**src/rtl/fifo_pkg.sv**
```systemverilog
// rtl/fifo_pkg.sv - shared FIFO constants and sizing helpers
// Used by sync_fifo_ctrl and the UART TX/RX wrappers.
//   FIFO_MODE_STD / FIFO_MODE_FWFT : read-mode selectors for the FWFT parameter
//   clog2(n)                       : address width for n entries
//   level_width(depth)             : occupancy counter width (one bit wider than address)
package fifo_pkg;

  localparam int FIFO_MODE_STD  = 0;
  localparam int FIFO_MODE_FWFT = 1;

  function automatic int clog2(input int n);
    int r;
    int v;
    r = 0;
    v = n - 1;
    while (v > 0) begin
      r = r + 1;
      v = v >> 1;
    end
    return r;
  endfunction

  // The extra bit lets the counter hold DEPTH itself, so full and empty never alias.
  function automatic int level_width(input int depth);
    return clog2(depth) + 1;
  endfunction

endpackage

```
**src/rtl/fifo_mem.sv**
```systemverilog
// rtl/fifo_mem.sv - simple dual-port RAM, synchronous write, asynchronous read
// Ports:
//   clk   : write clock
//   we    : write enable
//   waddr : write address
//   wdata : write data
//   raddr : read address
//   rdata : read data (combinational from raddr)
module fifo_mem #(
  parameter int DEPTH = 16,
  parameter int WIDTH = 8,
  parameter int AW    = 4
) (
  input  logic             clk,
  input  logic             we,
  input  logic [AW-1:0]    waddr,
  input  logic [WIDTH-1:0] wdata,
  input  logic [AW-1:0]    raddr,
  output logic [WIDTH-1:0] rdata
);

  // No reset: contents are only meaningful behind the controller's level counter.
  logic [WIDTH-1:0] mem [DEPTH];

  always_ff @(posedge clk) begin
    if (we) begin
      mem[waddr] <= wdata;
    end
  end

  assign rdata = mem[raddr];

endmodule

```
**src/rtl/sync_fifo_ctrl.sv**
```systemverilog
// rtl/sync_fifo_ctrl.sv - single-clock FIFO with standard/FWFT read modes and status flags
// Ports:
//   clk, rst          : clock, asynchronous active-high reset
//   flush             : synchronous clear of contents (priority over wr_en/rd_en)
//   wr_en, data_in    : write request and data
//   rd_en             : read request (FWFT: acknowledge/pop)
//   data_out, valid   : read data and its qualifier
//   full, empty       : level == DEPTH, level == 0
//   almost_full/empty : level >= AFULL_THRESH, level <= AEMPTY_THRESH
//   level             : occupancy 0..DEPTH
//   overflow/underflow: sticky error flags, cleared by clr_err
module sync_fifo_ctrl import fifo_pkg::*; #(
  parameter int DEPTH         = 16,
  parameter int WIDTH         = 8,
  parameter int FWFT          = FIFO_MODE_STD,
  parameter int AFULL_THRESH  = DEPTH - 2,
  parameter int AEMPTY_THRESH = 1
) (
  input  logic                          clk,
  input  logic                          rst,
  input  logic                          flush,
  input  logic                          wr_en,
  input  logic [WIDTH-1:0]              data_in,
  input  logic                          rd_en,
  output logic [WIDTH-1:0]              data_out,
  output logic                          valid,
  output logic                          full,
  output logic                          empty,
  output logic                          almost_full,
  output logic                          almost_empty,
  output logic [level_width(DEPTH)-1:0] level,
  output logic                          overflow,
  output logic                          underflow,
  input  logic                          clr_err
);

  localparam int AW = clog2(DEPTH);
  localparam int LW = level_width(DEPTH);

  logic [AW-1:0]    wr_ptr;
  logic [AW-1:0]    rd_ptr;
  logic [LW-1:0]    level_q;
  logic [WIDTH-1:0] rd_data;
  logic             wr_acc;
  logic             rd_acc;
  logic             ovf_evt;
  logic             unf_evt;

  // Flags come straight from the registered level so none of them lags it.
  assign empty        = (level_q == '0);
  assign full         = (level_q == LW'(DEPTH));
  assign almost_full  = (level_q >= LW'(AFULL_THRESH));
  assign almost_empty = (level_q <= LW'(AEMPTY_THRESH));
  assign level        = level_q;

  // Acceptance uses pre-edge state; a flush swallows both requests and their error events.
  assign wr_acc  = wr_en & ~full  & ~flush;
  assign rd_acc  = rd_en & ~empty & ~flush;
  assign ovf_evt = wr_en &  full  & ~flush;
  assign unf_evt = rd_en &  empty & ~flush;

  always_ff @(posedge clk or posedge rst) begin
    if (rst) begin
      wr_ptr  <= '0;
      rd_ptr  <= '0;
      level_q <= '0;
    end else if (flush) begin
      wr_ptr  <= '0;
      rd_ptr  <= '0;
      level_q <= '0;
    end else begin
      if (wr_acc) wr_ptr <= wr_ptr + AW'(1);
      if (rd_acc) rd_ptr <= rd_ptr + AW'(1);
      case ({wr_acc, rd_acc})
        2'b10:   level_q <= level_q + LW'(1);
        2'b01:   level_q <= level_q - LW'(1);
        default: level_q <= level_q;
      endcase
    end
  end

  // A new error event in the same cycle as clr_err keeps the flag set.
  always_ff @(posedge clk or posedge rst) begin
    if (rst) begin
      overflow  <= 1'b0;
      underflow <= 1'b0;
    end else begin
      if (ovf_evt)      overflow <= 1'b1;
      else if (clr_err) overflow <= 1'b0;
      if (unf_evt)      underflow <= 1'b1;
      else if (clr_err) underflow <= 1'b0;
    end
  end

  fifo_mem #(
    .DEPTH (DEPTH),
    .WIDTH (WIDTH),
    .AW    (AW)
  ) u_mem (
    .clk   (clk),
    .we    (wr_acc),
    .waddr (wr_ptr),
    .wdata (data_in),
    .raddr (rd_ptr),
    .rdata (rd_data)
  );

  generate
    if (FWFT == FIFO_MODE_FWFT) begin : g_fwft
      // Head of queue is always presented; zero when nothing is stored.
      assign data_out = empty ? '0 : rd_data;
      assign valid    = ~empty;
    end else begin : g_std
      logic [WIDTH-1:0] dout_q;
      logic             valid_q;

      always_ff @(posedge clk or posedge rst) begin
        if (rst) begin
          dout_q  <= '0;
          valid_q <= 1'b0;
        end else if (flush) begin
          dout_q  <= '0;
          valid_q <= 1'b0;
        end else begin
          valid_q <= rd_acc;
          if (rd_acc) dout_q <= rd_data;
        end
      end

      assign data_out = dout_q;
      assign valid    = valid_q;
    end
  endgenerate

endmodule
```
**config.mk**
```make
export PLATFORM = sky130hd
export DESIGN_NAME = sync_fifo_ctrl
export DESIGN_NICKNAME = d
export VERILOG_FILES = /design/src/rtl/fifo_pkg.sv /design/src/rtl/fifo_mem.sv /design/src/rtl/sync_fifo_ctrl.sv
export SDC_FILE = /design/constraint.sdc
export NUM_CORES = 1
export LEC_CHECK = 0
export ABC_CLOCK_PERIOD_IN_PS = 3000
export CORE_MARGIN = 3
export CORE_UTILIZATION = 62
export CTS_BUF_LIST = sky130_fd_sc_hd__clkbuf_2
export DETAILED_ROUTE_END_ITERATION = 10
export PLACE_DENSITY_LB_ADDON = 0.25
export REMOVE_ABC_BUFFERS = 1
export SYNTH_ARGS = -nofsm -noshare
export SYNTH_HDL_FRONTEND = slang
export SYNTH_SLANG_ARGS = --single-unit
export TNS_END_PERCENT = 20
```
**constraint.sdc**
```tcl
create_clock -name clk -period 3 [get_ports clk]
set_clock_uncertainty 0.1 [all_clocks]
set_input_delay 0.6 -clock clk [delete_from_list [all_inputs] [get_ports clk]]
set_output_delay 0.6 -clock clk [all_outputs]
set_load 0.01 [all_outputs]
```
==> results of run 1 <==
cells by family (layout without fill, tap and decap cells):
family | count (synthesis) | count (layout) | share of synthesized area
buffers and inverters | 30 | 101 | 0.0240
XOR/XNOR | 6 | 6 | 0.00840
AO/OA/AOI/OAI | 41 | 41 | 0.0508
AND/OR/NAND/NOR | 91 | 91 | 0.0716
adder cells (fa/ha/maj) | 10 | 10 | 0.0200
flip-flops | 152 | 152 | 0.711
multiplexers | 51 | 51 | 0.114
cell type report:
class / count / share of cell area
Multi-Input combinational cell: 199 / 0.233
Clock inverter: 10 / 0.0217
Sequential cell: 152 / 0.623
Tap cell: 133 / 0.0233
Timing Repair Buffer: 59 / 0.0766
Inverter: 10 / 0.00701
Clock buffer: 22 / 0.0154
cell usage after synthesis (2+ instances only):
cell | n | area (um^2)
nor2_1 | 23 | 86.3
and3_1 | 2 | 12.5
mux2i_1 | 34 | 340
nand2b_1 | 7 | 43.8
nand2_1 | 19 | 71.3
mux4_2 | 16 | 360
nand3_1 | 24 | 120
ha_1 | 10 | 125
a211oi_1 | 2 | 15.0
buf_6 | 2 | 22.5
buf_1 | 5 | 18.8
a21oi_1 | 3 | 15.0
dfrtp_1 | 24 | 601
a2bb2oi_1 | 2 | 17.5
o22ai_1 | 3 | 18.8
edfxtp_1 | 128 | 3840
a22oi_1 | 24 | 180
inv_1 | 9 | 33.8
nor3_1 | 7 | 35.0
clkbuf_1 | 7 | 26.3
xor2_1 | 5 | 43.8
buf_2 | 5 | 25.0
nor2b_1 | 3 | 18.8
sequential cells by signal, indices dropped and copies added (netlist names):
register	count
valid	1
wr_ptr	4
underflow	1
overflow	1
level	5
data_out	8
u_mem.mem	128
rd_ptr	4
worst min-delay path by stage:
stage,to,slack (ns),cells past startpoint
3_5_place_dp,data_out[1],0.38,2
5_1_grt,level[3],0.31,2
4_1_cts,level[3],0.27,2
6_report,data_out[7],0.31,2
2_1_floorplan,data_out[0],0.42,2
3_3_place_gp,data_out[1],0.38,2
worst max-delay path, cell delays in order (launching register included):
cell and delay (ns):
dfrtp_2 0.46, inv_2 0.08, ha_1 0.16, or4b_4 0.52, clkinv_8 0.10, clkdlybuf4s15_2 0.22
report_power, final:
group / switching, mW / internal (mW) / leakage, nW / total [mW]
combinational: 0.522 / 0.494 / 0.833 / 1.02
clock: 0.650 / 0.557 / 0.155 / 1.21
sequential: 0.122 / 2.40 / 1.47 / 2.53
routing by layer:
layer / global-route usage / vias up
met1: 0.334 / 1718
met3: 0.0668 / 22
met2: 0.375 / 140
met5: 0 / -
li1: - / 1591
met4: 0.0804 / 0
layout by cell type, fill, tap and decap left out, types with 3 or more instances in the layout:
cell type        instances
dlymetal6s2s_1           3
nand2_1                 19
clkinvlp_4               3
edfxtp_1               128
xor2_1                   5
clkbuf_2                22
nand3_1                 24
inv_1                    7
buf_4                   25
ha_1                    10
nor3_1                   7
dfrtp_2                  3
nor2_1                  23
mux4_2                  16
a22oi_1                 24
nand2b_1                 7
a21oi_1                  3
clkdlybuf4s50_1         29
nor2b_1                  3
mux2i_1                 34
o22ai_1                  3
bufinv_16                4
dfrtp_1                 21
metrics by stage:
step | power (mW) | hold slack (ns) | std cells | setup TNS, ns | cell area [um^2]
6_report | 4.75 | 0.306 | 585 | 0 | 7140
5_1_grt | 4.98 | 0.308 | 585 | -0.0624 | 7140
4_1_cts | 4.79 | 0.265 | 585 | 0 | 7130
3_5_place_dp | 3.57 | 0.380 | 550 | 0 | 6840
3_3_place_gp | 3.54 | 0.377 | 550 | 0 | 6840
2_1_floorplan | 3.09 | 0.417 | 361 | 0 | 6150
repair_timing:
item                                    in CTS  in global routing
endpoints found under the hold margin        0                  0
gates resized for setup                      7                  3
buffers inserted                             3                  0
pin swaps                                    0                  0
endpoints found under the setup margin       4                  4
==> summary.md, run 1 <==
| Metric | Value |
|---|---|
| CP Class | flop to output port |
| Post-synth EDFFs | around 130 |
| Die area | ~0.011 mm^2 |
| CTS sink count | ~150 |
| Netlist cell types | 40 |
| Routed wl met3 | around 920 um |
| Worst setup margin | roughly 0.079 ns |
| CTS clk-pin slew, worst paths | ~0.20 ns |
| CTS Root Buffer Type | clkbuf_2 |
| Fin crit period | 2.92 ns |
| Largest net degree at the start of global routing | 29 |
| GR Util All Layers | 0.240 |
| Period utilisation layout | 0.974 |
| Syn_area_per_cell | ~16 um^2 |
| Reg2reg start | rd_ptr[0] |
| Setup repair after global routing missed its margin | true |
| Core region area | 0.00977 mm^2 |
| Register area share after synthesis | 0.711 |
| Predominant post-synthesis flop cell | edfxtp_1 |
| WL/cell | 21.0 um |
| Die width | approximately 110 um |
| Final setup violation count | 0 |
| Worst Setup SP | level[1] |
| Vias | approximately 3500 |
| Pre-CTS setup slack | around 0.27 ns |
| CTS H-tree lvls | 4 |
| Crit path capture | empty |
| GPL Wtd Cong | between 0.8 and 0.9 |
| VDD IR max | 0.317 mV |
| Drt drc | 0 |
| DRT Wirelength | ~12 mm |
| CP Data Required Time | 2.30 ns |
| Post-Syn Instances | between 300 and 400 |
| Nets | around 460 |
| Die H | 106 um |
| Reg area | between 0.004 and 0.005 mm^2 |
| Filler cells | 629 |
| Leakage power total | about 2.5 nW |
| Top sig layer | met4 |
| Synth Cell Area | ~0.0063 mm^2 |
| Seq cells post-synth | around 150 |
| Routed wl met2 | 5.93 mm |
| Yosys synthesis warning count | 0 |
| Headroom to the max-slew limit | 0.368 |
| TritonCTS buffer count | 17 |
| FF-to-FF End | data_out[1] |
| Drt initial violations | 351 |
| Via density | slightly below 6 |
| Diodes inserted | 0 |
| Slew Limit Fails | 0 |
| Clk buf depth | 2 |
| GR Overflow Total | 0 |
| TritonCTS clock tree | yes |
| Startpoint Class | flop |
| Max-Cap Viols | 0 |
| Hold WC Path Type | primary input to async pin |
| Cell Rows | 36 |
| Post-DP HPWL | roughly 8 mm |
| Clock insertion delay at the later pin of the skew report | a little under 0.7 ns |
| Outcome | completed |
| Routed Antenna Nets | 0 |
| Layout cell share with drive strength beyond 1 | 0.186 |
| Crit path DAT | roughly 2.2 ns |
| First-pass GRT wire length | 19.6 mm |
| Fin. Hold Viols | 0 |
| Reg-to-reg setup timing slack | 0.81 ns |
| PwrDens | 666 mW/mm^2 |
| Vias in the first global route | about 3600 |
| Initial antenna violation count | 0 |
| Critical Path Sink Type | output port |
| Initial Util | 0.640 |
| Worst-Margin Slew | approximately 0.95 ns |
| Ports | 34 |
| M1 WL | between 5 and 6 mm |
| # port buffers | 33 |
| R2R depth | 4 |
| Async set-or-reset flop fraction in the synthesized netlist | 0.158 |
| Area delta synth->final | 14.1% |
| CTS Hold Bufs | 0 |
| DRT Pass-1 Iters | 5 |
| Multi-input logic area | 0.00166 mm^2 |
| Core Util, Final | 0.730 |
| FMAX | between 0.3 and 0.4 GHz |
| Crit-path max FO | 8 |
Power figures use the tool's default switching activity.
==> run 2, diff against run 1 <==
--- a/config.mk
+++ b/config.mk
@@ -5,9 +5,9 @@
 export SDC_FILE = /design/constraint.sdc
 export NUM_CORES = 1
 export LEC_CHECK = 0
-export ABC_CLOCK_PERIOD_IN_PS = 3000
+export ABC_CLOCK_PERIOD_IN_PS = 2460
 export CORE_MARGIN = 3
-export CORE_UTILIZATION = 62
+export CORE_UTILIZATION = 56
 export CTS_BUF_LIST = sky130_fd_sc_hd__clkbuf_2
 export DETAILED_ROUTE_END_ITERATION = 10
 export PLACE_DENSITY_LB_ADDON = 0.25
==> constraint.sdc (replaced) <==
create_clock -name clk -period 2.46 [get_ports clk]
set_clock_uncertainty 0.1 [all_clocks]
set_input_delay 0.492 -clock clk [delete_from_list [all_inputs] [get_ports clk]]
set_output_delay 0.492 -clock clk [all_outputs]
set_load 0.01 [all_outputs]
==> run 2 against run 1 <==
- the run now ends with setup timing left
- total power rose by 27%
- cell area rose by 2.5%
- clock-buffer cell count fell by 5
- combinational power rose by 40%
- sequential share of layout area fell by 1.6 points
- largest cell class unchanged
- largest power group unchanged
==> summary.md, run 2 (synthesis results as in run 1) <==
| Metric | Value |
|---|---|
| CTS Root Buffer Type | clkbuf_2 |
| Headroom to the max-slew limit | 0.516 |
| FMAX | 0.387 GHz |
| Core region area | around 0.011 mm^2 |
| Clock insertion delay at the later pin of the skew report | ~0.68 ns |
| Post-DP HPWL | 8.40 mm |
| Max-Cap Viols | 0 |
| Diodes inserted | 0 |
| Fin. Hold Viols | 0 |
| Via density | about 6 |
| Fin crit period | roughly 2.6 ns |
| Startpoint Class | flop |
| Core Util, Final | 0.690 |
| Layout cell share with drive strength beyond 1 | 0.226 |
| Worst hold slack | 0.320 ns |
| CTS clk-pin slew, worst paths | 0.22 ns |
| CTS sink count | between 150 and 200 |
| Ports | 34 |
| Crit path DAT | ~2 ns |
| Max FFs per register | between 100 and 150 |
| Initial antenna violation count | 0 |
| Sw frac | 0.286 |
| Drt drc | 0 |
| GR Overflow Total | 0 |
| WL/cell | around 21 um |
| Clk buf depth | 2 |
| Commonest cells after routing, fill and taps aside | edfxtp_1, buf_4, mux2i_1 |
| Cell Rows | 37 |
| Cell Int Power | roughly 4.3 mW |
| Setup repair after global routing missed its margin | true |
| Vias | ~3600 |
| Period utilisation layout | 1.05 |
| Clock power frac | 0.265 |
| CP Class | flop to output port |
| Reg with most FFs | u_mem.mem |
| Critical Path Sink Type | output port |
| PwrDens | between 800 and 900 mW/mm^2 |
| GR Util All Layers | 0.215 |
| Drt initial violations | between 200 and 300 |
| TritonCTS clock tree | yes |
| Violated checks | setup timing |
| Die H | between 100 and 150 um |
| Initial Util | 0.590 |
| Net switching power | 1.73 mW |
| Power share of the combinational group | 0.236 |
| Hold WC Path Type | primary input to flop |
| VDD IR max | about 0.47 mV |
| GPL Wtd Cong | between 0.9 and 1 |
| Worst setup margin | -0.127 ns |
| DRT Pass-1 Iters | 5 |
| Outcome | finished, violations left |
| DRT Wirelength | 12.7 mm |
| Layout Cells excl Fill | 605 |
| Vias in the first global route | between 3000 and 4000 |
| Die area | around 0.012 mm^2 |
| CP Data Required Time | between 1.5 and 2 ns |
| Final setup violation count | 2 |
| CTS H-tree lvls | 4 |
| First-pass GRT wire length | 19.9 mm |
| Reg power frac | 0.499 |
| Nets | 480 |
| TritonCTS buffer count | 17 |
| Most common cell after layout, fill and taps aside | edfxtp_1 |
| Largest net degree at the start of global routing | 25 |
| Worst-Margin Slew | about 0.72 ns |
| Crit-path max FO | 2 |
| Routed Antenna Nets | 0 |
| Leakage power total | about 2.6 nW |
| # port buffers | 33 |
| Die width | 112 um |
| Placed Instances | roughly 570 |
| Slew Limit Fails | 0 |
| Area delta synth->final | 17.0% |
-- run 2: changes by cell type in the layout (fill, tap and decap cells not counted), moves of 2 or more --
cell,delta
buf_4,+17
clkbuf_2,-5
clkdlybuf4s50_1,-5
clkinv_4,+3
inv_6,+3
buf_2,+2
buf_6,+2
clkinv_1,-2
dfrtp_1,+2
dfrtp_2,-2
dlymetal6s2s_1,+2
inv_8,+2
-- run 2: final timing paths --
check	start	end	slack [ns]	cells past startpoint
min reg2reg	data_out[4]	data_out[4]	0.43	2
min in group asynchronous	rst	data_out[1]	0.60	4
max in group asynchronous	rst	rd_ptr[2]	1.37	4
max	level[1]	empty	-0.13	5
max reg2reg	level[1]	data_out[6]	0.26	9
min	clr_err	underflow	0.32	2
-- run 2: through the flow --
stage / power (mW) / setup WS, ns / setup TNS, ns / area (um^2)
3_3_place_gp: 4.40 / 0.113 / 0 / 6940
6_report: 6.05 / -0.127 / -0.164 / 7310
5_1_grt: 6.33 / -0.268 / -0.597 / 7310
3_5_place_dp: 4.43 / 0.0591 / 0 / 6940
4_1_cts: 6.06 / -0.186 / -0.236 / 7260
2_1_floorplan: 3.77 / -0.213 / -7.00 / 6150
-- run 2: power by group through the flow --
stage | combinational, mW | sequential [mW] | clock (mW)
finish | 1.43 | 3.01 | 1.60
detailed placement | 1.36 | 3.07 | 0
global placement | 1.34 | 3.06 | 0
global route | 1.55 | 3.03 | 1.74
CTS | 1.41 | 3.01 | 1.64
floorplan | 0.606 | 3.17 | 0
-- run 2: what timing repair did --
action | CTS | global route
pin swaps | 1 | 0
buffers inserted | 3 | 1
endpoints found under the setup margin | 5 | 9
endpoints found under the hold margin | 0 | 11
resized for setup | 22 | 8
hold buffers | 0 | 1
-- run 2: per-layer routing --
| metal | vias up | routed length [um] | global-route usage |
|---|---|---|---|
| li1 | 1627 | - | - |
| met1 | 1806 | 5290 | 0.278 |
| met2 | 112 | 6520 | 0.358 |
| met3 | 17 | 698 | 0.0495 |
| met4 | 0 | 212 | 0.0811 |
| met5 | - | 0 | 0 |
-- run 2: worst max-delay path: stages, from the launching register on --
cell and delay, ns:
dfrtp_1 0.44, inv_2 0.08, ha_4 0.14, or4b_4 0.51
clkinv_8 0.07, buf_6 0.09
-- run 2: cell type report --
class	count	area, um^2
Sequential cell	152	4450
Inverter	10	50.0
Clock buffer	17	85.1
Timing Repair Buffer	76	661
Tap cell	136	170
Multi-Input combinational cell	199	1690
Fill cell	699	3290
Clock inverter	15	215
